File: config.mk
export PLATFORM = sky130hd
export DESIGN_NAME = dca_engine
export DESIGN_NICKNAME = d
export VERILOG_FILES = /design/src/rtl/dca_pkg.sv /design/src/rtl/dca_engine.sv
export SDC_FILE = /design/constraint.sdc
export NUM_CORES = 1
export LEC_CHECK = 0
export ABC_CLOCK_PERIOD_IN_PS = 5700
export CAP_MARGIN = 5
export CORE_AREA = 4 4 445 447
export CTS_BUF_LIST = sky130_fd_sc_hd__clkbuf_2
export CTS_CLUSTER_SIZE = 12
export DETAILED_ROUTE_END_ITERATION = 7
export DIE_AREA = 0 0 449 451
export GPL_TIMING_DRIVEN = 0
export PLACE_DENSITY_LB_ADDON = 0.1
export SYNTH_ARGS = -nofsm -noshare
export SYNTH_HDL_FRONTEND = slang
export SYNTH_SLANG_ARGS = --single-unit
File: constraint.sdc
create_clock -name clk_i -period 5.7 [get_ports clk_i]
set_clock_uncertainty 0.05 [all_clocks]
set_input_delay 0.57 -clock clk_i [delete_from_list [all_inputs] [get_ports clk_i]]
set_output_delay 0.57 -clock clk_i [all_outputs]
set_load 0.02 [all_outputs]
File: src/rtl/dca_pkg.sv
// Shared constants for the DCA line mover: command encodings, FSM state codes and the
// length-to-line-count helper.
package dca_pkg;

  localparam int unsigned LINE_BYTES = 32;
  localparam int unsigned LINE_SHIFT = 5;

  localparam logic [1:0] DCA_CMD_NOP = 2'b00;
  localparam logic [1:0] DCA_CMD_WR  = 2'b01;
  localparam logic [1:0] DCA_CMD_RD  = 2'b10;
  localparam logic [1:0] DCA_CMD_RSV = 2'b11;

  typedef logic [2:0] dca_state_e;

  localparam dca_state_e ST_IDLE = 3'd0;
  localparam dca_state_e ST_BRD  = 3'd1;
  localparam dca_state_e ST_CWR  = 3'd2;
  localparam dca_state_e ST_CRD  = 3'd3;
  localparam dca_state_e ST_BWR  = 3'd4;
  localparam dca_state_e ST_DONE = 3'd5;

  // Whole lines needed to cover len bytes; a partial trailing line counts as a full one.
  function automatic logic [27:0] len_to_lines(input logic [31:0] len);
    return {1'b0, len[31:LINE_SHIFT]} + 28'(|len[LINE_SHIFT-1:0]);
  endfunction

endpackage

File: src/rtl/dca_engine.sv
// Direct-cache-access mover between the NIC packet buffer and the D-cache DCA port.
// Moves whole lines, one command at a time: buffer->cache (write) or cache->buffer (read).
// Optional build macro DCA_ERR_CHECK_EN enables range/alignment/length checking with a
// sticky error flag; without it dca_err_o is tied low and addresses wrap silently.
module dca_engine
  import dca_pkg::*;
#(
  parameter int unsigned CLSIZE    = 256,
  parameter int unsigned BUF_AW    = 9,
  parameter int unsigned MAX_LINES = 512
) (
  input  logic              clk_i,
  input  logic              rst_ni,
  input  logic              dca_req_i,
  output logic              dca_ready_o,
  input  logic [1:0]        dca_cmd_i,
  input  logic [31:0]       dca_addr_i,
  input  logic [31:0]       dca_len_i,
  output logic              dca_done_o,
  output logic [31:0]       dc_addr_o,
  output logic [CLSIZE-1:0] dc_data_o,
  input  logic [CLSIZE-1:0] dc_data_i,
  output logic              dc_strobe_o,
  output logic              dc_we_o,
  input  logic              dc_ready_i,
  output logic              buf_en_o,
  output logic              buf_we_o,
  output logic [BUF_AW-1:0] buf_addr_o,
  output logic [CLSIZE-1:0] buf_data_o,
  input  logic [CLSIZE-1:0] buf_data_i,
  output logic              dca_err_o
);

  dca_state_e        state_q, state_d;
  logic [31:0]       dc_addr_q, dc_addr_d;
  logic [BUF_AW-1:0] buf_addr_q, buf_addr_d;
  logic [27:0]       nlines_q, nlines_d;
  logic [CLSIZE-1:0] line_q, line_d;
  logic              first_q, first_d;     // first CWR cycle: buffer read data is on buf_data_i
  logic              nop_done_q, nop_done_d;

  logic        accept;
  logic        cmd_valid;
  logic        reject;
  logic        last_line;
  logic [27:0] req_lines;
  logic [31:0] req_addr;

  assign req_lines = len_to_lines(dca_len_i);
  assign req_addr  = {dca_addr_i[31:LINE_SHIFT], {LINE_SHIFT{1'b0}}};
  assign accept    = dca_req_i && (state_q == ST_IDLE);
  assign cmd_valid = (dca_cmd_i == DCA_CMD_WR) || (dca_cmd_i == DCA_CMD_RD);
  assign last_line = (nlines_q == 28'd1);

`ifdef DCA_ERR_CHECK_EN
  logic        err_q, err_d;
  logic [32:0] end_addr;

  assign end_addr = {1'b0, req_addr} + {req_lines, 5'b0} - 33'd1;
  assign reject   = (32'(req_lines) > MAX_LINES) || (dca_addr_i[4:0] != 5'b0) ||
                    (req_addr[31:30] != 2'b10) || (end_addr[32:30] != 3'b010);

  // Error flag takes the verdict of every accepted, non-empty transfer command
  always_comb begin
    err_d = err_q;
    if (accept && cmd_valid && (req_lines != 28'd0)) begin
      err_d = reject;
    end
  end

  // Sticky error register
  always_ff @(posedge clk_i or negedge rst_ni) begin
    if (!rst_ni) begin
      err_q <= 1'b0;
    end else begin
      err_q <= err_d;
    end
  end

  assign dca_err_o = err_q;
`else
  logic unused_addr_lsb;
  assign unused_addr_lsb = ^dca_addr_i[4:0];
  assign reject          = 1'b0;
  assign dca_err_o       = 1'b0;
`endif

  // Transfer FSM plus inline line counter and address incrementers
  always_comb begin
    state_d    = state_q;
    dc_addr_d  = dc_addr_q;
    buf_addr_d = buf_addr_q;
    nlines_d   = nlines_q;
    line_d     = line_q;
    first_d    = 1'b0;
    nop_done_d = 1'b0;
    unique case (state_q)
      ST_IDLE: begin
        if (accept) begin
          if (cmd_valid && (req_lines != 28'd0) && !reject) begin
            dc_addr_d  = req_addr;
            buf_addr_d = '0;
            nlines_d   = req_lines;
            state_d    = (dca_cmd_i == DCA_CMD_WR) ? ST_BRD : ST_CRD;
          end else begin
            // Nothing to move: acknowledge without leaving IDLE
            nop_done_d = 1'b1;
          end
        end
      end
      ST_BRD: begin
        first_d = 1'b1;
        state_d = ST_CWR;
      end
      ST_CWR: begin
        if (first_q) begin
          line_d = buf_data_i;
        end
        if (dc_ready_i) begin
          dc_addr_d  = dc_addr_q + 32'(LINE_BYTES);
          buf_addr_d = buf_addr_q + BUF_AW'(1);
          nlines_d   = nlines_q - 28'd1;
          state_d    = last_line ? ST_DONE : ST_BRD;
        end
      end
      ST_CRD: begin
        if (dc_ready_i) begin
          line_d  = dc_data_i;
          state_d = ST_BWR;
        end
      end
      ST_BWR: begin
        dc_addr_d  = dc_addr_q + 32'(LINE_BYTES);
        buf_addr_d = buf_addr_q + BUF_AW'(1);
        nlines_d   = nlines_q - 28'd1;
        state_d    = last_line ? ST_DONE : ST_CRD;
      end
      ST_DONE: begin
        state_d = ST_IDLE;
      end
      default: begin
        state_d = ST_IDLE;
      end
    endcase
  end

  // State and datapath registers; reset abandons any open cache request
  always_ff @(posedge clk_i or negedge rst_ni) begin
    if (!rst_ni) begin
      state_q    <= ST_IDLE;
      dc_addr_q  <= '0;
      buf_addr_q <= '0;
      nlines_q   <= '0;
      line_q     <= '0;
      first_q    <= 1'b0;
      nop_done_q <= 1'b0;
    end else begin
      state_q    <= state_d;
      dc_addr_q  <= dc_addr_d;
      buf_addr_q <= buf_addr_d;
      nlines_q   <= nlines_d;
      line_q     <= line_d;
      first_q    <= first_d;
      nop_done_q <= nop_done_d;
    end
  end

  assign dca_ready_o = (state_q == ST_IDLE);
  assign dca_done_o  = (state_q == ST_DONE) || nop_done_q;
  assign dc_strobe_o = (state_q == ST_CWR) || (state_q == ST_CRD);
  assign dc_we_o     = (state_q == ST_CWR);
  assign dc_addr_o   = dc_addr_q;
  // Buffer data arrives one cycle after BRD; forward it, then hold the captured copy
  assign dc_data_o   = ((state_q == ST_CWR) && first_q) ? buf_data_i : line_q;
  assign buf_en_o    = (state_q == ST_BRD) || (state_q == ST_BWR);
  assign buf_we_o    = (state_q == ST_BWR);
  assign buf_addr_o  = buf_addr_q;
  assign buf_data_o  = line_q;

endmodule

==> impl_metrics.toml, run 1 <==
[run_status]
status = "completed"

[route]
post_drt_wl_per_cell_um = 26.2
drtIter0Drc = 1157
drt-vias-per-instance = 3.79
wl_mm = 187
drc_errors = 0
ant_nets = 0
first_pass_iters = 5
vias = 27000

[sta]
tightest_slew_ps = 1210
layout_min_cycle_time_ps = 5200
hold_viol = 0
hold_ws_ps = 371
relSlewSlack = 0.187
fin_tns_setup_ps = 0
max_freq_mhz = 192
drv_slew = 0
fin_crit_sh = 0.912
setup_viol = 0

[logic_synthesis]
ys_warn_count = 0
synth_seq_area_share = 0.405
synth_seq_cells = 325
yosysUniqueCellTypes = 68
netlist_area_um2 = 20100
synth_edf_count = 0
async_flop_share = 1.00
avgSynthCellArea_um2 = 9.47
syn-instance-count = 2119
synthFlopType = "dfrtp_1"

[floorplanning]
die_area_um2 = 202000
ioPinCount = 1142
die_h_um = 451
coreArea_um2 = 194000
die_w_um = 449
std_cell_rows = 162
start_util = 0.103

[clocking]
root_buffer = "clkbuf_2"
htree_levels = 4
cts_tree = "built"
postCtsSetupBuffers = 0
cts_buffers = 130
clock_sinks = 325
clockBufferDepth = 3
clk_latency_ps = 1460
clkTransAtPathRegs_ps = 100

[worst_setup_path]
path_buf_inv = 6
cp_max_fo = 10
criticalPathCategory = "reg -> out"
worstSetupStartpointType = "flop"
crit_chain = "clkbuf_1, inv_1, nand2_1, nor3b_4, buf_6, clkbuf_4, clkbuf_8, mux2_2, clkdlybuf4s50_1"
critPathSlowestCell = "clkdlybuf4s50_1"
slowest_delay_ps = 640
cp_top_family = "buffers and inverters"
endpoint_kind = "output pin"
cp.required_ps = 5080
worstPathArrival_ps = 4580

[hold_path]
hold_class = "in -> reg"

[power_and_ir_drop]
ir_drop_mv = 0.179
finalPower_uw = 22600
total_leakage_power_uw = 0.0185
power_density_nw_per_um2 = 481

[finish]
final_cell_mix = "dlygate4sd3_1 (1101), clkdlybuf4s50_1 (1090), dfrtp_1 (325)"
num-nets-final = 5079
drive_above_1_share = 0.115
area_delta_synth_final_pct = 134
final_area_um2 = 46900
final_common_cell = "dlygate4sd3_1"

[placement]
gp_congestion = 0.853
port-buffer-count = 1125
hpwlAfterDp_mm = 151
postPlaceCellArea_um2 = 34700

[global_routing]
grt_max_degree = 90
grt_use_total = 0.179
grt_pass1_wl_mm = 253
gr-total-overflow = 0
grt_pass1_vias = 29600
grt_antenna_before_repair = 46

[job]
cap_violations = 0
[flip-flops by register name, summed over array words and instances (netlist names)]
| signal | flops |
|---|---|
| buf_addr_o | 9 |
| buf_data_o | 256 |
| dc_addr_o | 27 |
| first_q | 1 |
| nlines_q | 28 |
| nop_done_q | 1 |
| state_q | 3 |
[power breakdown]
group	internal, µW	total [µW]	switching (µW)	leakage [µW]
Sequential	3360	4470	1110	0.00405
Clock	921	2380	1460	0.000816
Combinational	7080	15700	8650	0.0137
[worst min-delay path, cell delays in order]
cell,delay (ps)
dlygate4sd3_1,570
clkdlybuf4s50_1,480
nor2_1,120
o31ai_1,70
[cell families after synthesis]
logic type                 synth area share
adders and majority gates           0.00436
xor gates and xnor gates             0.0122
AOI/OAI and AO/OA                     0.147
and+or+nand+nor                       0.114
DFF                                   0.405
buffers and inverters                0.0430
other                              0.000187
muxes                                 0.275
[final cells by class]
class                      count  area [µm²]
antenna                       32        80.1
clock inverter                19         151
fill                       21400      147000
tap                         2542        3180
buffer                       169         798
clock buffer                 178         891
sequential                   325        8130
multi-input combinational   1583       11100
timing repair buffer        2235       22400
inverter                      46         173
[cells in the mapped netlist, drive strengths merged, types with 29 or more instances]
cell / number / area share
a21oi: 58 / 0.014
a31oi: 34 / 0.011
clkbuf: 142 / 0.027
dfrtp: 325 / 0.41
inv: 46 / 0.0086
mux2: 257 / 0.14
mux2i: 262 / 0.13
nand2: 300 / 0.056
nor2: 68 / 0.013
nor3: 29 / 0.0075
o21ai: 309 / 0.077
[stage by stage]
step	util	instances	worst slack [ps]
2_1_floorplan	-	2124	2240
3_3_place_gp	0.178	5791	-15440
3_5_place_dp	0.179	5798	-18.4
4_1_cts	0.241	7096	2.32
5_1_grt	0.242	7124	-51.2
6_report	0.242	7129	503
[timing repair]
item                                    in CTS  in global routing
hold buffers                              1102                  0
hold endpoints to repair                   631                  0
gates resized for setup                     83                 17
endpoints found under the setup margin     263                 23
pin swaps                                    1                  0
[worst paths after layout]
path | cells past startpoint | end | slack, ps | from
hold reg to reg | 2 | buf_data_o[214] | 460 | buf_data_o[214]
max in group asynchronous | 7 | buf_data_o[67] | 3240 | rst_ni
min in group asynchronous | 5 | nlines_q[9] | 760 | rst_ni
hold / removal | 4 | dc_addr_o[5] | 370 | dca_addr_i[5]
setup reg to reg | 11 | buf_data_o[64] | 630 | state_q[2]
setup / recovery | 9 | dc_data_o[223] | 500 | state_q[2]
[per-layer routing]
metal	track usage	share of wire	routed length, µm
met5	0	0.00065	122
met4	0.0438	0.021	3990
met3	0.0483	0.058	10800
met2	0.340	0.53	99900
met1	0.196	0.39	72100
Power figures use the tool's default switching activity.
==> inputs of run 2 (changes only) <==
Settings changed: CORE_AREA 4 4 445 447 to 3 3 444 446, DIE_AREA 0 0 449 451 to 0 0 447 449.
==> impl_metrics.toml, run 2 (same netlist as run 1, synthesis figures left out) <==
[global_routing]
grt_pass1_vias = 29100
grt_antenna_before_repair = 42
gr-total-overflow = 0
grt_use_total = 0.180
grt_max_degree = 89
grt_pass1_wl_mm = 252

[route]
vias = 26500
wl_mm = 186
drt-vias-per-instance = 3.74
first_pass_iters = 5
post_drt_wl_per_cell_um = 26.2
drtIter0Drc = 1196
ant_nets = 0
drc_errors = 0

[sta]
setup_viol = 0
max_freq_mhz = 191
hold_viol = 0
relSlewSlack = 0.173
fin_crit_sh = 0.920
drv_slew = 0
setup_ws_ps = 457
tightest_slew_ps = 1240
layout_min_cycle_time_ps = 5240

[placement]
gp_congestion = 0.833
port-buffer-count = 1125
hpwlAfterDp_mm = 151
pre_cts_ws_ps = -614

[clocking]
cts_buffers = 115
clockBufferDepth = 3
clk_latency_ps = 1460
cts_tree = "built"
clock_sinks = 325
root_buffer = "clkbuf_2"
htree_levels = 3
clkTransAtPathRegs_ps = 110

[finish]
final_cell_mix = "clkdlybuf4s50_1 (1091), dlygate4sd3_1 (1057), dfrtp_1 (325)"
area_delta_synth_final_pct = 132
drive_above_1_share = 0.118
final_common_cell = "clkdlybuf4s50_1"
num-nets-final = 5023
largest_register_ffs = 256
final_util = 0.241

[worst_setup_path]
worstSetupStartpointType = "flop"
timing.rr.start = "state_q[2]"
endpoint_kind = "output pin"
worstPathArrival_ps = 4620
cp_max_fo = 10
cp.required_ps = 5080
r2r_cells = 11
criticalPathCategory = "reg -> out"
rr_endpoint = "buf_data_o[220]"
timing.reg2reg.setup_slack_ps = 690

[run_status]
status = "completed"

[hold_path]
holdPathStages = 4
min_to = "dc_addr_o[23]"
hold_class = "in -> reg"
hp-start = "dca_addr_i[23]"

[power_and_ir_drop]
finalPower_uw = 21900
power_density_nw_per_um2 = 472
ir_drop_mv = 0.203
total_leakage_power_uw = 0.0183

[job]
cap_violations = 0

[floorplanning]
coreArea_um2 = 193000
die_area_um2 = 201000
die_w_um = 447
die_h_um = 449
std_cell_rows = 161
ioPinCount = 1142
start_util = 0.104
[run 2: changes by cell type in the layout (fill, tap and decap cells not counted), moves of 3 or more]
cell | previous run | this run
clkbuf_2 | 196 | 206
clkbuf_8 | 4 | 1
clkdlybuf4s15_2 | 1 | 8
clkinv_1 | 6 | 15
diode_2 | 32 | 28
dlygate4sd2_1 | 33 | 20
dlygate4sd3_1 | 1101 | 1057
dlymetal6s2s_1 | 0 | 5
inv_2 | 5 | 1
[run 2: routing by layer]
metal  share of wire  wire, µm  GRT usage  vias up
met2            0.53     99100      0.340      776
li1                -         -          -    12400
met3           0.058     10700     0.0492      182
met5         0.00037        69          0        -
met4           0.019      3490     0.0351       10
met1            0.39     72200      0.200    13100
[run 2: area by class of cell]
class	count	area (µm²)
well taps	2526	3160
flip-flops and latches	325	8130
inverters	46	173
clock inverters	21	154
multi-input cells	1583	11100
plain buffers	170	762
fillers	21300	146000
diodes	28	70.1
repair buffers	2193	22000
clock buffers	185	926
[run 2: where the power goes]
group / internal [µW] / switching (µW) / leakage [µW]
sequential: 3360 / 1110 / 0.00405
clock: 951 / 1420 / 0.000840
combinational: 6580 / 8520 / 0.0134
[run 2: worst max path at each step]
stage	startpoint	to	slack, ps	cells past startpoint
after global routing	state_q[2]	dc_data_o[180]	-20	10
after global placement	rst_ni	buf_data_o[117]	-15220	1
after detailed placement	state_q[2]	buf_data_o[116]	-610	12
after floorplan	dca_len_i[1]	nlines_q[10]	2240	15
final	state_q[2]	dc_data_o[247]	460	9
after CTS	state_q[2]	dc_data_o[213]	-20	10
[run 2: critical path, cell delays in order (launching register included)]
cell and delay [ps]:
dfrtp_1 370, clkbuf_1 210, inv_1 110, nand2_1 190, nor3b_4 250, buf_4 200, clkbuf_2 330, clkbuf_2 410
mux2_2 490, clkdlybuf4s50_1 570
[run 2: timing repair]
action                                  4_1_cts  5_1_grt
resized for setup                            85       16
setup buffers                                 2        0
endpoints found under the setup margin      436       29
hold buffers                               1058        0
pin swaps                                     1        0
hold endpoints to repair                    640        0
[run 2: stage by stage]
stage                     std cells  area, µm²  setup TNS [ps]  hold WS, ps
after floorplan                2124      20100               0          224
after global placement         5775      34500        -5476120          437
after detailed placement       5782      34700          -65110          406
after CTS                      7048      46400           -16.4         1.24
after global routing           7072      46500            -196         87.4
final                          7077      46500               0          353
==> inputs of run 3 (changes only) <==
Settings changed: RECOVER_POWER set to 50.
==> impl_metrics.toml, run 3 (same netlist as run 1, synthesis figures left out) <==
[worst_setup_path]
path_buf_inv = 6
cp_max_fo = 10
criticalPathCategory = "reg -> out"
worstSetupStartpointType = "flop"
endpoint_kind = "output pin"
cp.required_ps = 5080
timing.reg2reg.setup_slack_ps = 700
timing.rr.start = "state_q[2]"
crit_chain = "clkbuf_1, inv_1, nand2_1, nor3b_4, buf_4, clkbuf_2, clkbuf_2, mux2_2, clkdlybuf4s50_1"
slowest_delay_ps = 580
worstPathArrival_ps = 4640
endpoint = "dc_data_o[247]"
critPathSlowestCell = "clkdlybuf4s50_1"
rr_endpoint = "buf_data_o[143]"
cp_top_family = "buffers and inverters"
worst-path-stages = 9
path_common_cell = "clkbuf_2"
r2r_cells = 13
critPathLaunch = "state_q[2]"

[clocking]
clkTransAtPathRegs_ps = 110
cts_buffers = 115
htree_levels = 3
clk_latency_ps = 1460
cts_tree = "built"
clock_sinks = 325
clockBufferDepth = 3
root_buffer = "clkbuf_2"

[global_routing]
grt_pass1_vias = 29100
grt_max_degree = 89
grt_antenna_before_repair = 43
grt_use_total = 0.180
grt_pass1_wl_mm = 252
gr-total-overflow = 0

[power_and_ir_drop]
ir_drop_mv = 0.198
power_density_nw_per_um2 = 465
total_leakage_power_uw = 0.0186

[route]
first_pass_iters = 5
drt-vias-per-instance = 3.74
drc_errors = 0
drtIter0Drc = 1239
ant_nets = 0
post_drt_wl_per_cell_um = 26.2
vias = 26500
wl_mm = 185

[sta]
drv_slew = 244
setup_viol = 0
relSlewSlack = -0.747
fin_crit_sh = 0.923
fin_tns_setup_ps = 0
tightest_slew_ps = 2620
layout_min_cycle_time_ps = 5260
hold_viol = 0
max_freq_mhz = 190
setup_ws_ps = 437

[floorplanning]
ioPinCount = 1142
die_w_um = 447
std_cell_rows = 161
coreArea_um2 = 193000
die_h_um = 449
die_area_um2 = 201000
start_util = 0.104

[run_status]
violations = "max-capacitance violations, max-slew violations"
status = "complete, but fails checks"

[job]
cap_violations = 4

[placement]
port-buffer-count = 1125
hpwlAfterDp_mm = 151
pre_cts_ws_ps = -614
gp_congestion = 0.833

[hold_path]
hold_class = "in -> reg"

[finish]
largest_register_ffs = 256
final_common_cell = "dlygate4sd3_1"
drive_above_1_share = 0.117
final_cell_mix = "dlygate4sd3_1 (1330), clkdlybuf4s50_1 (818), dfrtp_1 (325)"
area_delta_synth_final_pct = 131
fillers = 21300
num-nets-final = 5023
run 3: layout make-up:
type / instances / area, µm² / share of cell area
Timing Repair Buffer: 2193 / 21900 / 0.473
Multi-Input combinational cell: 1583 / 11100 / 0.239
Sequential cell: 325 / 8130 / 0.175
Tap cell: 2526 / 3160 / 0.0681
Clock buffer: 185 / 926 / 0.0199
Buffer: 170 / 762 / 0.0164
Inverter: 46 / 173 / 0.00372
Clock inverter: 21 / 154 / 0.00331
Antenna cell: 28 / 70.1 / 0.00151
run 3: routing by layer:
layer,track usage,wire (µm),up-vias,part of all wire
met4,0.0351,3500,10,0.019
li1,-,-,12400,-
met5,0,69,-,0.00037
met3,0.0492,10800,184,0.058
met1,0.200,72000,13100,0.39
met2,0.340,99100,794,0.53
run 3: where the power goes:
part | switching [µW] | internal [µW] | total (µW) | leakage [µW]
Sequential | 1070 | 3360 | 4430 | 0.00405
Clock | 1420 | 951 | 2370 | 0.000840
Combinational | 8520 | 6260 | 14800 | 0.0138
Total | 11000 | 10600 | 21600 | 0.0186
run 3: how the worst min path moves through the flow:
| stage | start | to | depth (start not counted) | slack (ps) |
|---|---|---|---|---|
| after global placement | nlines_q[15] | nlines_q[15] | 1 | 440 |
| after floorplan | rst_ni | buf_addr_o[0] | 0 | 220 |
| after CTS | buf_data_i[160] | buf_data_o[160] | 4 | 1 |
| after global routing | dca_addr_i[23] | dc_addr_o[23] | 4 | 90 |
| final | dca_addr_i[23] | dc_addr_o[23] | 4 | 360 |
| after detailed placement | rst_ni | buf_data_o[244] | 1 | 410 |
run 3: timing repair:
action,CTS,global route
pin swaps,1,0
hold endpoints to repair,640,0
hold buffers,1058,0
setup buffers,2,0
resized for setup,85,16
endpoints found under the setup margin,436,29
run 3: tightest hold or removal path, cell delays in order:
cell	delay, ps
dlygate4sd3_1	530
clkdlybuf4s50_1	470
a21oi_1	150
o22ai_1	90
run 3: per-stage QoR:
stage	area, µm²	total power (µW)	instances	hold slack (ps)	utilization
global placement	34500	18800	5775	437	0.179
floorplan	20100	10300	2124	224	-
detailed placement	34700	18700	5782	406	0.180
global route	46400	23000	7072	87.4	0.241
finish	46400	21600	7077	359	0.241
CTS	46400	22600	7048	1.24	0.241
==> variant 1, RTL diff (config.mk and constraints of run 3) <==
The option `DCA_ERR_CHECK_EN` is turned on by a define.
--- a/src/rtl/dca_engine.sv
+++ b/src/rtl/dca_engine.sv
@@ -2,6 +2,8 @@
 // Moves whole lines, one command at a time: buffer->cache (write) or cache->buffer (read).
 // Optional build macro DCA_ERR_CHECK_EN enables range/alignment/length checking with a
 // sticky error flag; without it dca_err_o is tied low and addresses wrap silently.
+`define DCA_ERR_CHECK_EN
+
 module dca_engine
   import dca_pkg::*;
 #(
Behaviour: not the same (a bounded check fails within 4 cycles, from zero or initial values and one cycle with rst_ni low).
==> variant 1 against run 3 <==
The run still ends with capacitance limit, slew limit left; sequential cell count increased by 1; wire length increased by 20%; final area increased by 1.6%; sequential share of layout area decreased by 0.22 points; register-to-register slack got worse by 0.18 ns; synthesized area increased by 6.1%; critical path depth increased by 13; worst setup slack got worse by 0.23 ns; count of clock-buffer cells in the layout decreased by 2.
Power is left out: it rests on default switching activity, and per cell area and clock period it moved more than threefold.
==> variant 1: results <==
set metrics [dict create \
    cp-startpoint "dca_len_i[8]" \
    critical-path-max-stage-delay_ns 0.65 \
    crit_arrival_ns 6.81 \
    met1_length_mm 89.3 \
    inverters 101 \
    final_cells 7198 \
    nets 5180 \
    r2r_cells 8 \
    hold_depth 6 \
    violations "capacitance limit, slew limit" \
    num-nonclk-buffers 2305 \
    place_inst 5941 \
    wl_per_cell_um 31.0 \
    nClkBuffers 183 \
    grt_max_degree 86 \
    synthToLayoutAreaGrowth_pct 121 \
    finalSetupTns_ns 0 \
    dr_wl_met3_mm 17.4 \
    crit_path_end "dc_addr_o[19]$_DFFE_PN0P_" \
    hold_path_end "dca_err_o$_DFFE_PN0P_" \
    max-cap-violations 2 \
    hpwl_mm 188 \
    status "complete, but fails checks" \
    multi_input_area_um2 12100 \
    routed-wl-met2_mm 108 \
    buf_share_pct 47.1 \
    synth_cells 2274 \
    grt_pass1_vias 29500 \
    finalWorstSetupSlack_ns 0.203 \
    final_layout_size_suffix_gt1_share_pct 11.3 \
    ys_seq_area_share_pct 38.3 \
    viasPerCell 3.91 \
    cts.htree.levels 3 \
    io_buffers 1131 \
    numClockSinks 326 \
    clock_area_share_pct 2.22 \
    grtUsageMet2_pct 36.6 \
    drt_iter0_markers 1775 \
    seqCellArea_um2 8160 \
    fill_cells 21500 \
    synth_top_cells_by_count "326 x dfrtp_1, 306 x nand2_1, 283 x o21ai_0" \
    reg2reg_slack_ns 0.52 \
    post-place-ws_ns -1.42 \
    clock_latency_ns 1.57 \
    grt_use_met1_pct 25.3 \
    synth.area.top_cells "dfrtp_1 38%, mux2_2 14%, mux2i_1 12%" \
    multi_input_cells 1689 \
    grtUsageMet3_pct 7.13 \
    grt_pass1_wl_mm 289 \
    finalWeightedCongestion 0.965 \
    hold-worst-slack_ns 0.269 \
    antenna_cells 44 \
    worstMarginPinSlew_ns 2.45 \
    slew_viol_final 121 \
]
[variant 1: cell types whose count changed after synthesis, sizes merged, moves of 11 or more]
cell            run 3  this run
o221ai             13         2
inv                46       101
nor2               68        87
a31oi              34        21
o22a                0        28
o21ai             309       286
a21oi              58        99
a2bb2oi             1        12
ha                  7        57
[variant 1: worst min-delay path, delay by kind of cell]
family / cells / cell delay [ns]
AO/OA/AOI/OAI: 2 / 0.50
buffers and inverters: 1 / 0.45
AND/OR/NAND/NOR: 3 / 0.23
[variant 1: timing repair]
item,4_1_cts,5_1_grt
hold buffers,1009,0
setup buffers,0,0
endpoints found under the hold margin,594,0
endpoints found under the setup margin,250,52
gates resized for setup,60,5
[variant 1: cells by family after synthesis]
family	after synthesis	share of synthesized area, %
buf+inv	263	5.03
simple gates	552	11.8
mux	522	26.0
other cells	1	0.0176
compound gates	523	14.2
fa+ha+maj	57	3.35
xor+xnor	30	1.23
flops	326	38.3
